===== src/rtl/m2s_tracked_bridge.sv =====
// Request/response bridge between the HDL access generator and the multi2sim step logic.
// Optional feature macro: M2S_BRIDGE_ID_CHECK_EN (drop responses for non-busy IDs, sticky err_bad_id).

module m2s_tracked_bridge_fifo #(
  parameter int W          = 8,
  parameter int DEPTH_LOG2 = 3
) (
  input  logic         clk,
  input  logic         rst_n,
  input  logic         push,
  input  logic [W-1:0] wdata,
  input  logic         pop,
  output logic [W-1:0] rdata,
  output logic         empty,
  output logic         full
);
  localparam int DEPTH = 1 << DEPTH_LOG2;
  localparam int PTR_W = DEPTH_LOG2 + 1;

  logic [W-1:0]     mem_r [DEPTH];
  logic [PTR_W-1:0] wr_ptr_r;
  logic [PTR_W-1:0] rd_ptr_r;
  logic             empty_s;
  logic             full_s;
  logic             pop_ok_s;

  assign empty_s  = (wr_ptr_r == rd_ptr_r);
  assign full_s   = (wr_ptr_r[DEPTH_LOG2] != rd_ptr_r[DEPTH_LOG2]) &&
                    (wr_ptr_r[DEPTH_LOG2-1:0] == rd_ptr_r[DEPTH_LOG2-1:0]);
  assign pop_ok_s = pop && !empty_s;
  assign empty    = empty_s;
  assign full     = full_s;
  // Head is forced to zero while empty so stale storage never reaches the ports.
  assign rdata    = empty_s ? {W{1'b0}} : mem_r[rd_ptr_r[DEPTH_LOG2-1:0]];

  // Storage write; no reset needed because the head is masked while empty.
  always_ff @(posedge clk) begin
    if (push) begin
      mem_r[wr_ptr_r[DEPTH_LOG2-1:0]] <= wdata;
    end
  end

  // Read/write pointers.
  always_ff @(posedge clk or negedge rst_n) begin
    if (!rst_n) begin
      wr_ptr_r <= '0;
      rd_ptr_r <= '0;
    end else begin
      if (push) begin
        wr_ptr_r <= wr_ptr_r + PTR_W'(1);
      end
      if (pop_ok_s) begin
        rd_ptr_r <= rd_ptr_r + PTR_W'(1);
      end
    end
  end
endmodule

module m2s_tracked_bridge #(
  parameter int ADDR_W         = 31,
  parameter int DATA_W         = 32,
  parameter int ID_W           = 4,
  parameter int REQ_DEPTH_LOG2 = 3,
  parameter int RSP_DEPTH_LOG2 = 3
) (
  input  logic              clk,
  input  logic              rst_n,
  input  logic              req_valid,
  output logic              req_ready,
  input  logic              req_rw,
  input  logic [ADDR_W-1:0] req_addr,
  input  logic [DATA_W-1:0] req_data,
  output logic [ID_W-1:0]   req_id,
  output logic              sim_req_valid,
  input  logic              sim_req_ready,
  output logic              sim_req_rw,
  output logic [ADDR_W-1:0] sim_req_addr,
  output logic [DATA_W-1:0] sim_req_data,
  output logic [ID_W-1:0]   sim_req_id,
  input  logic              sim_rsp_valid,
  output logic              sim_rsp_ready,
  input  logic [ID_W-1:0]   sim_rsp_id,
  input  logic [DATA_W-1:0] sim_rsp_data,
  output logic              rsp_valid,
  input  logic              rsp_ready,
  output logic [ID_W-1:0]   rsp_id,
  output logic [DATA_W-1:0] rsp_data,
  output logic [ID_W-1:0]   next_id_out,
  output logic              id_avail,
  output logic [ID_W:0]     outstanding,
  output logic              err_bad_id
);
  localparam int NUM_IDS = 1 << ID_W;
  localparam int OUT_W   = ID_W + 1;
  localparam int REQ_W   = 1 + ADDR_W + DATA_W + ID_W;
  localparam int RSP_W   = ID_W + DATA_W;

  logic [NUM_IDS-1:0] busy_r;
  logic [OUT_W-1:0]   outstanding_r;
  logic [ID_W-1:0]    next_id_s;
  logic               id_avail_s;
  logic               req_full_s;
  logic               req_empty_s;
  logic               rsp_full_s;
  logic               rsp_empty_s;
  logic               req_fire_s;
  logic               rsp_in_fire_s;
  logic               rsp_push_s;
  logic               rsp_pop_s;
  logic               free_s;
  logic [NUM_IDS-1:0] alloc_mask_s;
  logic [NUM_IDS-1:0] free_mask_s;
  logic [REQ_W-1:0]   req_head_s;
  logic [RSP_W-1:0]   rsp_head_s;

  // Lowest free ID from the registered bitmap only.
  always_comb begin
    next_id_s = {ID_W{1'b0}};
    for (int i = NUM_IDS - 1; i >= 0; i--) begin
      if (!busy_r[i]) begin
        next_id_s = ID_W'(i);
      end else begin
        next_id_s = next_id_s;
      end
    end
  end

  assign id_avail_s    = ~(&busy_r);
  assign req_fire_s    = req_valid && !req_full_s && id_avail_s;
  assign rsp_in_fire_s = sim_rsp_valid && !rsp_full_s;
  assign rsp_pop_s     = !rsp_empty_s && rsp_ready;
  assign rsp_id        = rsp_head_s[RSP_W-1:DATA_W];
  assign rsp_data      = rsp_head_s[DATA_W-1:0];
  // Releasing an ID that is already free must not disturb the count.
  assign free_s        = rsp_pop_s && busy_r[rsp_id];
  assign alloc_mask_s  = req_fire_s ? (NUM_IDS'(1) << next_id_s) : {NUM_IDS{1'b0}};
  assign free_mask_s   = free_s ? (NUM_IDS'(1) << rsp_id) : {NUM_IDS{1'b0}};

`ifdef M2S_BRIDGE_ID_CHECK_EN
  logic bad_id_s;
  logic err_bad_id_r;

  assign bad_id_s   = rsp_in_fire_s && !busy_r[sim_rsp_id];
  assign rsp_push_s = rsp_in_fire_s && busy_r[sim_rsp_id];
  assign err_bad_id = err_bad_id_r;

  // Sticky flag for responses carrying an ID nobody is waiting on.
  always_ff @(posedge clk or negedge rst_n) begin
    if (!rst_n) begin
      err_bad_id_r <= 1'b0;
    end else if (bad_id_s) begin
      err_bad_id_r <= 1'b1;
    end
  end
`else
  assign rsp_push_s = rsp_in_fire_s;
  assign err_bad_id = 1'b0;
`endif

  // Busy bitmap and outstanding counter.
  always_ff @(posedge clk or negedge rst_n) begin
    if (!rst_n) begin
      busy_r        <= {NUM_IDS{1'b0}};
      outstanding_r <= {OUT_W{1'b0}};
    end else begin
      busy_r <= (busy_r & ~free_mask_s) | alloc_mask_s;
      case ({req_fire_s, free_s})
        2'b10:   outstanding_r <= outstanding_r + OUT_W'(1);
        2'b01:   outstanding_r <= outstanding_r - OUT_W'(1);
        default: outstanding_r <= outstanding_r;
      endcase
    end
  end

  m2s_tracked_bridge_fifo #(.W(REQ_W), .DEPTH_LOG2(REQ_DEPTH_LOG2)) u_req_fifo (
    .clk   (clk),
    .rst_n (rst_n),
    .push  (req_fire_s),
    .wdata ({req_rw, req_addr, req_data, next_id_s}),
    .pop   (sim_req_ready),
    .rdata (req_head_s),
    .empty (req_empty_s),
    .full  (req_full_s)
  );

  m2s_tracked_bridge_fifo #(.W(RSP_W), .DEPTH_LOG2(RSP_DEPTH_LOG2)) u_rsp_fifo (
    .clk   (clk),
    .rst_n (rst_n),
    .push  (rsp_push_s),
    .wdata ({sim_rsp_id, sim_rsp_data}),
    .pop   (rsp_ready),
    .rdata (rsp_head_s),
    .empty (rsp_empty_s),
    .full  (rsp_full_s)
  );

  assign {sim_req_rw, sim_req_addr, sim_req_data, sim_req_id} = req_head_s;
  assign sim_req_valid = !req_empty_s;
  assign sim_rsp_ready = !rsp_full_s;
  assign rsp_valid     = !rsp_empty_s;
  assign req_ready     = !req_full_s && id_avail_s;
  assign req_id        = next_id_s;
  assign next_id_out   = next_id_s;
  assign id_avail      = id_avail_s;
  assign outstanding   = outstanding_r;
endmodule


===== config.mk =====
export PLATFORM = sky130hd
export DESIGN_NAME = m2s_tracked_bridge
export DESIGN_NICKNAME = d
export VERILOG_FILES = /design/src/rtl/m2s_tracked_bridge.sv
export SDC_FILE = /design/constraint.sdc
export NUM_CORES = 1
export LEC_CHECK = 0
export BUFFER_PORTS_ARGS = -buffer_cell sky130_fd_sc_hd__buf_2
export CAP_MARGIN = 20
export CORE_UTILIZATION = 40
export DETAILED_ROUTE_END_ITERATION = 6
export GPL_TIMING_DRIVEN = 0
export PLACE_DENSITY = 0.59
export SYNTH_ARGS = -nofsm -noshare
export SYNTH_HDL_FRONTEND = slang
export SYNTH_SLANG_ARGS = --single-unit

===== constraint.sdc =====
create_clock -name clk -period 17.7 [get_ports clk]
set_input_delay 1.77 -clock clk [delete_from_list [all_inputs] [get_ports clk]]
set_output_delay 1.77 -clock clk [all_outputs]
set_load 0.02 [all_outputs]

Word level (Yosys, flattened, before mapping)
Memory sizes are Yosys's and may differ from the RTL's.
Cells that the tools add are included.

cells by class
  add/subtract/negate cells = 6
  multipliers = 0
  divide/modulo/power cells = 0
  magnitude comparators = 1
  equality and inequality tests = 8
  shift operators = 2
  mux-type cells = 27
  bitwise operators = 4
  reductions and logical operators = 15

operators with widths
  operator                                                               number
  68-bit 2-to-1 mux                                                      1
  4-bit 2-to-1 mux                                                       16
  36-bit 2-to-1 mux                                                      1
  16-bit 2-to-1 mux                                                      2
  1-bit by 4-bit << shifter with 16-bit output, first input constant     2
  4-bit by 1-bit adder with 4-bit output, second input constant          4
  16-bit bitwise AND                                                     1
  16-bit inverter                                                        1
  16-bit OR                                                              1
  16-bit AND reduction                                                   1
  5-bit case mux with 2 select lines                                     1
  1-bit logical AND                                                      9
  4-bit equality test                                                    2
  3-bit equality test                                                    2
  5-bit by 1-bit adder with 5-bit output, second input constant          1
  4-bit by 5-bit < comparator with 1-bit output, second input constant   1
  1-bit 2-to-1 mux                                                       5
  5-bit by 1-bit subtractor with 5-bit output, second input constant     1
  1-bit binary-select mux with 4-bit select                              1
  1-bit zero test                                                        4
  2-bit by 1-bit equality test with 1-bit output, second input constant  1
  2-bit equality test, second input constant                             1
  1-bit != test                                                          2
  2-bit nonzero test                                                     1
  1-bit inverter                                                         1

word-level totals
  flip-flop bits (word level) = 37
  latch bits = 0
  RAM bits = 832
  bits in read-only memories = 0
  input port bits = 106
  output and inout bits = 123
  word-level logic and storage cells = 71
  memories = 2

memories
  memory            depth  width  rd ports  clocked after Yosys merged registers in  write ports  line  RTL
  u_req_fifo.mem_r  8      68     1         0                                        1            20    logic [W-1:0] mem_r [DEPTH];
  u_rsp_fifo.mem_r  8      36     1         0                                        1            20

Depth between registers and ports, before layout
Gate-level depths: netlist of the first run.

  depth in word-level cells = 19
  depth in mapped cells = 18
  depth with buffers taken out = 17

By module
Synthesis of the first run repeated with hierarchy kept, for this count alone.

unflattened totals
  cells, all modules = 1,947
  area, all modules = 34,848.4 sq um

by module, submodules not included
  module                                 instances  cells an instance  area an instance (sq um)  sequential area each (sq um)
  m2s_tracked_bridge_fifo at u_req_fifo  1          1,144              21,583.2                  16,535.9
  m2s_tracked_bridge_fifo at u_rsp_fifo  1          630                11,658.7                  8,848.5
  m2s_tracked_bridge                     1          173                1,606.5                   525.5

Least setup slack after synthesis of the first run
Ideal clock, no wire load.

  path type = input-to-reg
  start point = input port req_valid
  end point = memory u_req_fifo.mem_r[4][0] (netlist bit), enable pin
  setup time = 0.592 ns
  arrival = 7.125 ns
  required time = 17.108 ns
  setup slack = 9.983 ns
  cell stages on the path = 4
  path buffers = 1
  path through = and2_1 buf_4 nand2b_1 nor3b_1

on the way
  cells in the longest elaborated chain, start to end = 4

ends and longest elaborated chain
  what                                    line  RTL
  from (decl)                             68    input logic req_valid,
  1-bit logical AND (2 in series)         129   assign req_fire_s = req_valid && !req_full_s && id_avail_s;
  1-bit 2-to-1 mux                        38    if (push) begin
  1-bit 2-to-1 mux (implied by the code)  39    mem_r[wr_ptr_r[DEPTH_LOG2-1:0]] <= wdata;
  to (decl)                               20

Every way passes these cells.

Worst setup path after layout of the first run
  start point = register u_req_fifo.rd_ptr_r[0]
  end point = output port sim_req_addr[12]

on the way
  cells in the longest elaborated chain, start to end = 2
  elaborated cells between the ends (all ways) = 3
  classes of those cells = eq/ne (1); mux (1); memory (1)

ends and longest elaborated chain
  what                                                           line  RTL
  from (decl)                                                    22    logic [PTR_W-1:0] rd_ptr_r;
  from (signal assigned)                                         53    rd_ptr_r <= rd_ptr_r + PTR_W'(1);
  memory read 8 x 68 bit or 4-bit equality test (tied branches)  n/a
  68-bit 2-to-1 mux (*)                                          34    assign rdata = empty_s ? {W{1'b0}} : mem_r[rd_ptr_r[DEPTH_LOG2-1:0]];
  to (decl)                                                      77    output logic [ADDR_W-1:0] sim_req_addr,

Every way passes the cells marked *; elsewhere a longest branch is shown, timed or not.

==> impl_metrics.py, run 1 <==
metrics = {
    "synth": {
        "synth_flop_cell": "edfxtp_1",
        "synth.ff_latch_count": 869,
        "avgSynthCellArea_um2": 21.37,
        "ys_seq_area_frac": 0.7692,
        "synth_fp_nets": 1691,
        "syn-instance-count": 1576,
        "synth_edf_count": 832,
        "synthesis.area_mm2": 0.03368,
        "ys_types": 42,
        "async_flop_share": 0.04258,
        "yosys_warnings": 0,
    },
    "worst_setup_path": {
        "worstSetupPathType": "flip-flop to output pin",
        "crit_arrival_ps": 3990,
        "end_kind": "output pin",
        "startpoint_type": "flip-flop",
        "cp.required_ps": 15930,
        "cp-startpoint": "u_req_fifo.rd_ptr_r[0]$_DFFE_PN0P_",
        "r2r-start": "u_rsp_fifo.rd_ptr_r[1]$_DFFE_PN0P_",
        "critPathMaxFanout": 10,
        "r2r_cells": 15,
    },
    "timing": {
        "fin_tns_setup_ps": 0,
        "slew_headroom": 0.3446,
        "fmax_ghz": 0.1736,
        "finalMaxSlewViolations": 0,
        "tightest_slew_ps": 983.2,
        "setup_slack_ps": 11940,
        "final-hold-violation-count": 0,
        "setup-violations-final": 0,
        "rsz0062_at_grt": "false",
        "holdWs_ps": 468.6,
        "period_minus_slack_ps": 5761,
        "clock_skew_ps": 32.33,
        "fin_crit_sh": 0.3255,
    },
    "detailed_routing": {
        "dr_wl_met3_um": 4592,
        "vias_per_cell": 5.232,
        "wl_met2_um": 37500,
        "wl_per_cell_um": 23.88,
        "met1_length_um": 30870,
        "highest_layer": "met5",
        "drc": 2,
        "ant_nets": 0,
        "drt-pass1-iter-count": 7,
        "drt-initial-drc-count": 1115,
        "vias": 16359,
        "wirelength_um": 74670,
    },
    "floorplan": {
        "die_w_um": 292.2,
        "die-area_mm2": 0.08537,
        "start_util": 0.4031,
        "row_count": 106,
        "ioPinCount": 229,
        "core-area_mm2": 0.08356,
        "die_h_um": 292.2,
    },
    "place": {
        "port_buffers": 227,
        "preCtsSetupSlack_ps": 12490,
        "placed_cells": 2955,
        "dp_hpwl_um": 49940,
        "place.gp.congestion": 0.7502,
    },
    "power": {
        "power_mw": 7.359,
        "max-vdd-ir-drop_v": 0.0001146,
        "power.density_mw_per_mm2": 183.2,
        "cellLeakagePower_nw": 13.70,
    },
    "global_route": {
        "grt_usage": 0.1767,
        "grt_pass1_wl_um": 111200,
        "grt_pass1_vias": 17373,
        "grt-ovfl-total": 0,
        "grt_start_max_net_pins": 38,
        "antenna_found_initial": 16,
    },
    "clock_tree": {
        "cts.repair.resized": 0,
        "clock_sinks": 869,
        "cts_tree": "done",
        "path_clk_slew_ps": 60,
        "cts_hold_buf": 0,
        "post_cts_buffers": 0,
        "numCtsBuffers": 91,
        "root_buffer": "clkbuf_16",
        "cts_max_path_buffers": 3,
        "clk_latency_ps": 650,
        "htreeDepth": 3,
    },
    "job": {
        "cap_violations": 0,
    },
    "outcome": {
        "status": "finished with violations",
        "violations": "design-rule violations",
    },
    "min_path": {
        "min_path_cells": 1,
        "hp-start": "outstanding[4]$_DFFE_PN0P_",
        "min_path_type": "flip-flop to flip-flop",
    },
    "cells_and_area": {
        "syn_to_final_growth_pct": 19.23,
        "stdcell_count": 3127,
        "nets": 2083,
        "drive_above_1_share": 0.3379,
    },
}
[cells in the mapped netlist (2+ instances only)]
cell        n  share of area
a21boi_0    2        0.00045
a21o_1      2        0.00045
a21oi_1    11         0.0016
a31oi_1     2        0.00037
and2_1      2        0.00037
buf_1      13         0.0014
buf_2      28         0.0042
buf_4       7         0.0016
clkbuf_1   34         0.0038
dfrtp_1    37          0.027
edfxtp_1  832           0.74
ha_1        8         0.0030
inv_1      10         0.0011
inv_2       2        0.00022
mux2_2      5         0.0017
mux2i_1   106          0.031
mux4_2    208           0.14
nand2_1    30         0.0033
nand2b_1    7         0.0013
nand3_1     8         0.0012
nand4_1     4        0.00074
nor2_1    123          0.014
nor3_1      7         0.0010
nor3b_1     4        0.00089
o21a_1      2        0.00045
o21ai_0    20         0.0030
o21ai_1    24         0.0036
o31ai_1     2        0.00045
xnor2_1     8         0.0021
xor2_1     16         0.0042
[critical path, cell delays in order (launching register included)]
cell and delay, ps:
dfrtp_1 390, clkbuf_1 180, xor2_1 190, nor3_1 400, inv_1 100, nor2_1 710, buf_2 410, buf_1 530
nor2_1 200, buf_2 210
[layout make-up]
cell class                 instances  area (um^2)
tap                             1080         1351
sequential                       869        25910
antenna                            5        12.51
multi-input combinational        613         7460
timing repair buffer             299         2082
inverter                          12        45.04
buffer                            82        369.1
fill                            6933        43390
clock inverter                    46        469.2
clock buffer                     121         2462
[where the power goes]
part           internal, mW  switching [mW]
registers              2.62          0.0956
clock network          1.08           0.772
logic                  1.08            1.70
total                  4.79            2.57
[placed cells by master, fill, tap and decap left out, types with 21 or more instances in the layout]
cell	Yosys	routed
buf_2	28	255
buf_6	0	52
clkbuf_1	34	59
clkbuf_16	0	93
clkinv_1	0	21
dfrtp_1	37	37
edfxtp_1	832	832
mux2i_1	106	106
mux4_2	208	208
nand2_1	30	30
nor2_1	123	115
o21ai_1	24	24
[layer usage]
metal | vias up | track usage
li1 | 7243 | -
met1 | 8548 | 0.2308
met4 | 24 | 0.04763
met5 | - | 0
met2 | 409 | 0.2962
met3 | 135 | 0.04179
[cells by family after synthesis]
group	Yosys count	share of synthesized area
other	1	0.0001113
adder cells (fa/ha/maj)	9	0.003566
AND/OR/NAND/NOR	190	0.02414
flip-flops	869	0.7692
buffers and inverters	94	0.01230
multiplexers	321	0.1732
AO/OA/AOI/OAI	68	0.01118
XOR/XNOR	24	0.006240
[final timing paths]
path / to / slack (ps)
hold / removal: outstanding[4]$_DFFE_PN0P_ / 470
setup reg to reg: outstanding[4]$_DFFE_PN0P_ / 13910
max in group asynchronous: busy_r[12]$_DFF_PN0_ / 15900
hold reg to reg: outstanding[4]$_DFFE_PN0P_ / 470
setup / recovery: sim_req_addr[12] / 11940
min in group asynchronous: busy_r[4]$_DFF_PN0_ / 1250
[registers in the layout, summed over array words and instances (netlist names)]
name,count
u_req_fifo.wr_ptr_r,4
outstanding,5
u_req_fifo.rd_ptr_r,4
u_rsp_fifo.mem_r,288
u_rsp_fifo.rd_ptr_r,4
busy_r,16
u_rsp_fifo.wr_ptr_r,4
u_req_fifo.mem_r,544
[through the flow]
stage	instance area, um^2	util
finish	40160	0.4807
global route	40150	0.4805
CTS	40150	0.4805
detailed placement	37220	0.4454
global placement	36170	0.4329
floorplan	33680	-
No activity file was read; power rests on OpenSTA's default activity.
==> run 2: changes to the inputs <==
==> constraint.sdc (replaced) <==
create_clock -name clk -period 5.4 [get_ports clk]
set_input_delay 0.54 -clock clk [delete_from_list [all_inputs] [get_ports clk]]
set_output_delay 0.54 -clock clk [all_outputs]
set_load 0.02 [all_outputs]
==> run 2 against run 1 <==
Compared with the run above: the run now ends clean; sequential power rose to 3.3 times the previous value; clock skew up 3.2 ps; combinational power rose to 3.3 times the previous value; final cell count about the same; routed wire length about the same.
==> impl_metrics.py, run 2 (synthesis gave the netlist of run 1 again) <==
metrics = {
    "clock_tree": {
        "post_cts_buffers": 0,
        "path_clk_slew_ps": 60,
        "htreeDepth": 3,
        "clk_latency_ps": 650,
        "cts.repair.resized": 0,
        "numCtsBuffers": 92,
        "cts_tree": "done",
        "clock_sinks": 869,
        "cts_hold_buf": 0,
        "cts_max_path_buffers": 3,
        "root_buffer": "clkbuf_16",
    },
    "cells_and_area": {
        "final_cell_mix": "edfxtp_1, buf_2, mux4_2",
        "design_area_mm2": 0.04015,
        "syn_to_final_growth_pct": 19.21,
        "final_common_cell": "edfxtp_1",
        "finish.utilization": 0.4806,
        "drive_above_1_share": 0.3405,
        "nets": 2080,
        "largest_reg_flops": 544,
    },
    "worst_setup_path": {
        "critPathMaxFanout": 10,
        "worstSetupPathType": "flip-flop to output pin",
        "crit_arrival_ps": 3970,
        "startpoint_type": "flip-flop",
        "end_kind": "output pin",
        "cp.required_ps": 4860,
    },
    "detailed_routing": {
        "wirelength_um": 74650,
        "drc": 0,
        "vias_per_cell": 5.247,
        "wl_per_cell_um": 23.88,
        "drt-initial-drc-count": 1134,
        "ant_nets": 0,
        "vias": 16402,
        "drt-pass1-iter-count": 5,
    },
    "job": {
        "cap_violations": 0,
    },
    "timing": {
        "holdWs_ps": 10.34,
        "clock_skew_ps": 35.53,
        "fmax_ghz": 0.2218,
        "slew_headroom": 0.3197,
        "fin_crit_sh": 0.8349,
        "setup-violations-final": 0,
        "finalMaxSlewViolations": 0,
        "rsz0062_at_grt": "false",
        "final-hold-violation-count": 0,
        "tightest_slew_ps": 1020,
        "setup_slack_ps": 891.7,
        "period_minus_slack_ps": 4508,
    },
    "global_route": {
        "antenna_found_initial": 22,
        "grt_pass1_wl_um": 111300,
        "grt_usage": 0.1771,
        "grt-ovfl-total": 0,
        "grt_start_max_net_pins": 38,
        "grt_pass1_vias": 17239,
    },
    "place": {
        "placed_area_mm2": 0.03722,
        "dp_hpwl_um": 50050,
        "place.gp.congestion": 0.7809,
        "preCtsSetupSlack_ps": 1394,
        "port_buffers": 227,
    },
    "floorplan": {
        "die-area_mm2": 0.08537,
        "ioPinCount": 229,
        "core-area_mm2": 0.08356,
        "die_w_um": 292.2,
        "row_count": 106,
        "start_util": 0.4031,
        "die_h_um": 292.2,
    },
    "min_path": {
        "min_path_type": "input port to async pin",
    },
    "outcome": {
        "status": "finished clean",
    },
    "power": {
        "cellLeakagePower_nw": 13.70,
        "power.density_mw_per_mm2": 599.3,
        "power_mw": 24.07,
        "max-vdd-ir-drop_v": 0.0003463,
    },
}
[run 2: cell count changes in the layout (fill, tap and decap cells not counted), moves of 2 or more]
| cell | before | now |
|---|---|---|
| buf_6 | 52 | 40 |
| clkbuf_1 | 59 | 51 |
| clkinv_2 | 10 | 18 |
| buf_16 | 1 | 4 |
| buf_4 | 8 | 11 |
| buf_8 | 7 | 10 |
| clkbuf_8 | 3 | 0 |
| clkinvlp_4 | 3 | 6 |
| clkinv_1 | 21 | 23 |
[run 2: power breakdown]
group	switching [mW]	internal (mW)	leakage, nW
logic	5.57	3.54	4.28
clock network	2.59	3.44	1.41
registers	0.314	8.60	8.01
total	8.48	15.6	13.7
[run 2: metrics by stage]
| step | setup TNS (ps) | cells |
|---|---|---|
| global placement | -2999160 | 2883 |
| floorplan | -502910 | 1576 |
| global route | 0 | 3124 |
| detailed placement | 0 | 2951 |
| CTS | 0 | 3121 |
| finish | 0 | 3126 |
[run 2: routing by layer]
metal | track usage | share of wire
met1 | 0.2204 | 0.40
met5 | 0 | 0.0032
met4 | 0.05263 | 0.023
met3 | 0.05320 | 0.072
met2 | 0.2981 | 0.51
[run 2: final timing paths]
kind,start,slack [ps],endpoint,cells after the start
worst max register to register,u_rsp_fifo.rd_ptr_r[1]$_DFFE_PN0P_,1560,outstanding[4]$_DFFE_PN0P_,17
worst max-delay path,u_req_fifo.rd_ptr_r[0]$_DFFE_PN0P_,890,sim_req_addr[16],9
worst min register to register,outstanding[4]$_DFFE_PN0P_,460,outstanding[4]$_DFFE_PN0P_,1
worst min-delay path,rst_n,10,u_rsp_fifo.rd_ptr_r[3]$_DFFE_PN0P_,1
max in group asynchronous,rst_n,4850,busy_r[12]$_DFF_PN0_,1
min in group clk,req_addr[6],150,u_req_fifo.mem_r[5][42]$_DFFE_PP_,1
[run 2: area by class of cell]
class / instances / area, um^2
tap: 1080 / 1351
buffer: 82 / 369.1
timing repair buffer: 295 / 2077
clock buffer: 109 / 2366
clock inverter: 61 / 556.8
fill: 6902 / 43400
inverter: 12 / 45.04
sequential: 869 / 25910
multi-input combinational: 613 / 7466
antenna: 5 / 12.51
[run 2: critical path: stages, from the launching register on]
cell	delay, ps
dfrtp_1	380
clkbuf_1	180
xor2_1	190
nor3_1	340
inv_1	110
nor2_1	710
buf_2	410
buf_1	550
nor2_1	220
buf_2	220
==> run 3: changes to the inputs <==
==> constraint.sdc (replaced) <==
create_clock -name clk -period 4.53 [get_ports clk]
set_input_delay 0.453 -clock clk [delete_from_list [all_inputs] [get_ports clk]]
set_output_delay 0.453 -clock clk [all_outputs]
set_load 0.02 [all_outputs]
==> run 3 against run 2 <==
Compared with the run above: sequential share of layout area fell by 0.58 points; sequential power rose by 19%; via count rose by 0.18%; critical endpoint is now sim_req_addr[24]; largest power group unchanged.
==> impl_metrics.py, run 3 (synthesis gave the netlist of run 1 again) <==
metrics = {
    "timing": {
        "period_minus_slack_ps": 4274,
        "fin_crit_sh": 0.9434,
        "fmax_ghz": 0.2340,
        "slew_headroom": 0.3189,
        "fin_tns_setup_ps": 0,
        "clock_skew_ps": 61.77,
        "setup_slack_ps": 256.3,
        "finalMaxSlewViolations": 0,
        "setup-violations-final": 0,
        "rsz0062_at_grt": "false",
        "holdWs_ps": 50.15,
        "final-hold-violation-count": 0,
        "tightest_slew_ps": 1022,
    },
    "place": {
        "placed_cells": 2938,
        "place.gp.congestion": 0.8165,
        "dp_hpwl_um": 49110,
        "placed_area_mm2": 0.03741,
        "port_buffers": 227,
        "preCtsSetupSlack_ps": 603.1,
    },
    "cells_and_area": {
        "n_fill_cell": 6819,
        "finish.utilization": 0.4849,
        "final_cell_mix": "edfxtp_1, buf_2, mux4_2",
        "largest_reg_flops": 544,
        "design_area_mm2": 0.04052,
        "drive_above_1_share": 0.3392,
        "syn_to_final_growth_pct": 20.29,
        "nets": 2069,
        "final_common_cell": "edfxtp_1",
        "stdcell_count": 3115,
    },
    "detailed_routing": {
        "ant_nets": 0,
        "wirelength_um": 74850,
        "wl_per_cell_um": 24.03,
        "drt-pass1-iter-count": 5,
        "vias_per_cell": 5.275,
        "vias": 16431,
        "drc": 0,
        "drt-initial-drc-count": 1193,
    },
    "clock_tree": {
        "cts_max_path_buffers": 3,
        "clk_latency_ps": 660,
        "clock_sinks": 869,
        "root_buffer": "clkbuf_16",
        "numCtsBuffers": 93,
        "cts_tree": "done",
        "htreeDepth": 3,
        "path_clk_slew_ps": 60,
        "post_cts_buffers": 0,
    },
    "power": {
        "switching_share": 0.3502,
        "p_seq_frac": 0.364,
        "power_frac_comb": 0.377,
        "clockPowerShare": 0.259,
        "max-vdd-ir-drop_v": 0.0006266,
        "intPower_mw": 18.97,
        "p_sw_mw": 10.22,
        "power_mw": 29.20,
        "cellLeakagePower_nw": 13.82,
        "power.density_mw_per_mm2": 720.5,
    },
    "global_route": {
        "grt-ovfl-total": 0,
        "grt_pass1_wl_um": 112000,
        "grt_pass1_vias": 17547,
        "grt_start_max_net_pins": 38,
        "antenna_found_initial": 17,
        "grt_usage": 0.1779,
    },
    "worst_setup_path": {
        "cp.required_ps": 4080,
        "worstSetupPathType": "flip-flop to output pin",
        "crit_arrival_ps": 3820,
        "critPathMaxFanout": 10,
        "end_kind": "output pin",
        "startpoint_type": "flip-flop",
    },
    "floorplan": {
        "ioPinCount": 229,
        "die_w_um": 292.2,
        "die_h_um": 292.2,
        "row_count": 106,
        "start_util": 0.4031,
        "die-area_mm2": 0.08537,
        "core-area_mm2": 0.08356,
    },
    "outcome": {
        "status": "finished clean",
    },
    "min_path": {
        "min_path_type": "input port to flip-flop",
    },
    "job": {
        "cap_violations": 0,
    },
}
==> run 3: timing repair <==
item                                    4_1_cts  5_1_grt
endpoints found under the setup margin       14        0
resized for setup                             1        0
endpoints found under the hold margin        37        0
hold buffers                                  1        0
==> run 3: cell type report <==
| type | count | area [um^2] | share of cell area |
|---|---|---|---|
| clock inverter | 57 | 680.7 | 0.01680 |
| sequential | 869 | 25910 | 0.6394 |
| inverter | 12 | 45.04 | 0.001112 |
| clock buffer | 115 | 2410 | 0.05947 |
| timing repair buffer | 283 | 2243 | 0.05537 |
| antenna | 4 | 10.01 | 0.0002470 |
| multi-input combinational | 613 | 7500 | 0.1851 |
| tap | 1080 | 1351 | 0.03335 |
| buffer | 82 | 369.1 | 0.009109 |
==> run 3: final timing paths <==
path	startpoint	to	slack (ps)	cells after the start
setup reg to reg	u_rsp_fifo.rd_ptr_r[1]$_DFFE_PN0P_	outstanding[4]$_DFFE_PN0P_	650	17
setup / recovery	u_req_fifo.wr_ptr_r[2]$_DFFE_PN0P_	sim_req_addr[24]	260	9
hold reg to reg	outstanding[4]$_DFFE_PN0P_	outstanding[4]$_DFFE_PN0P_	480	1
max in group asynchronous	rst_n	u_req_fifo.rd_ptr_r[2]$_DFFE_PN0P_	3460	2
hold / removal	req_data[30]	u_req_fifo.mem_r[4][34]$_DFFE_PP_	50	1
min in group asynchronous	rst_n	u_rsp_fifo.rd_ptr_r[0]$_DFFE_PN0P_	470	2
==> run 3: per-layer routing <==
layer  up-vias  GRT usage  part of all wire
met5         -          0            0.0024
met4        30    0.04262             0.019
met3       128    0.05214             0.072
met2       425     0.3064              0.51
met1      8617     0.2203              0.40
li1       7231          -                 -
==> run 3: power by group through the flow <==
stage / combinational [mW] / sequential [mW] / clock [mW]
after floorplan: 7.06 / 10.8 / 0
after global placement: 10.6 / 10.9 / 0
after detailed placement: 11.2 / 10.8 / 0
after CTS: 11.3 / 10.6 / 7.70
after global routing: 11.9 / 10.7 / 8.01
final: 11.0 / 10.6 / 7.55
==> run 3: critical path, cell delays in order, from the launching register on <==
cell and delay [ps]:
dfrtp_1 350, buf_2 210, xor2_1 190, nor3_1 420, inv_1 140, nor2_2 500, buf_2 390, buf_1 590
nor2_1 170, buf_2 200
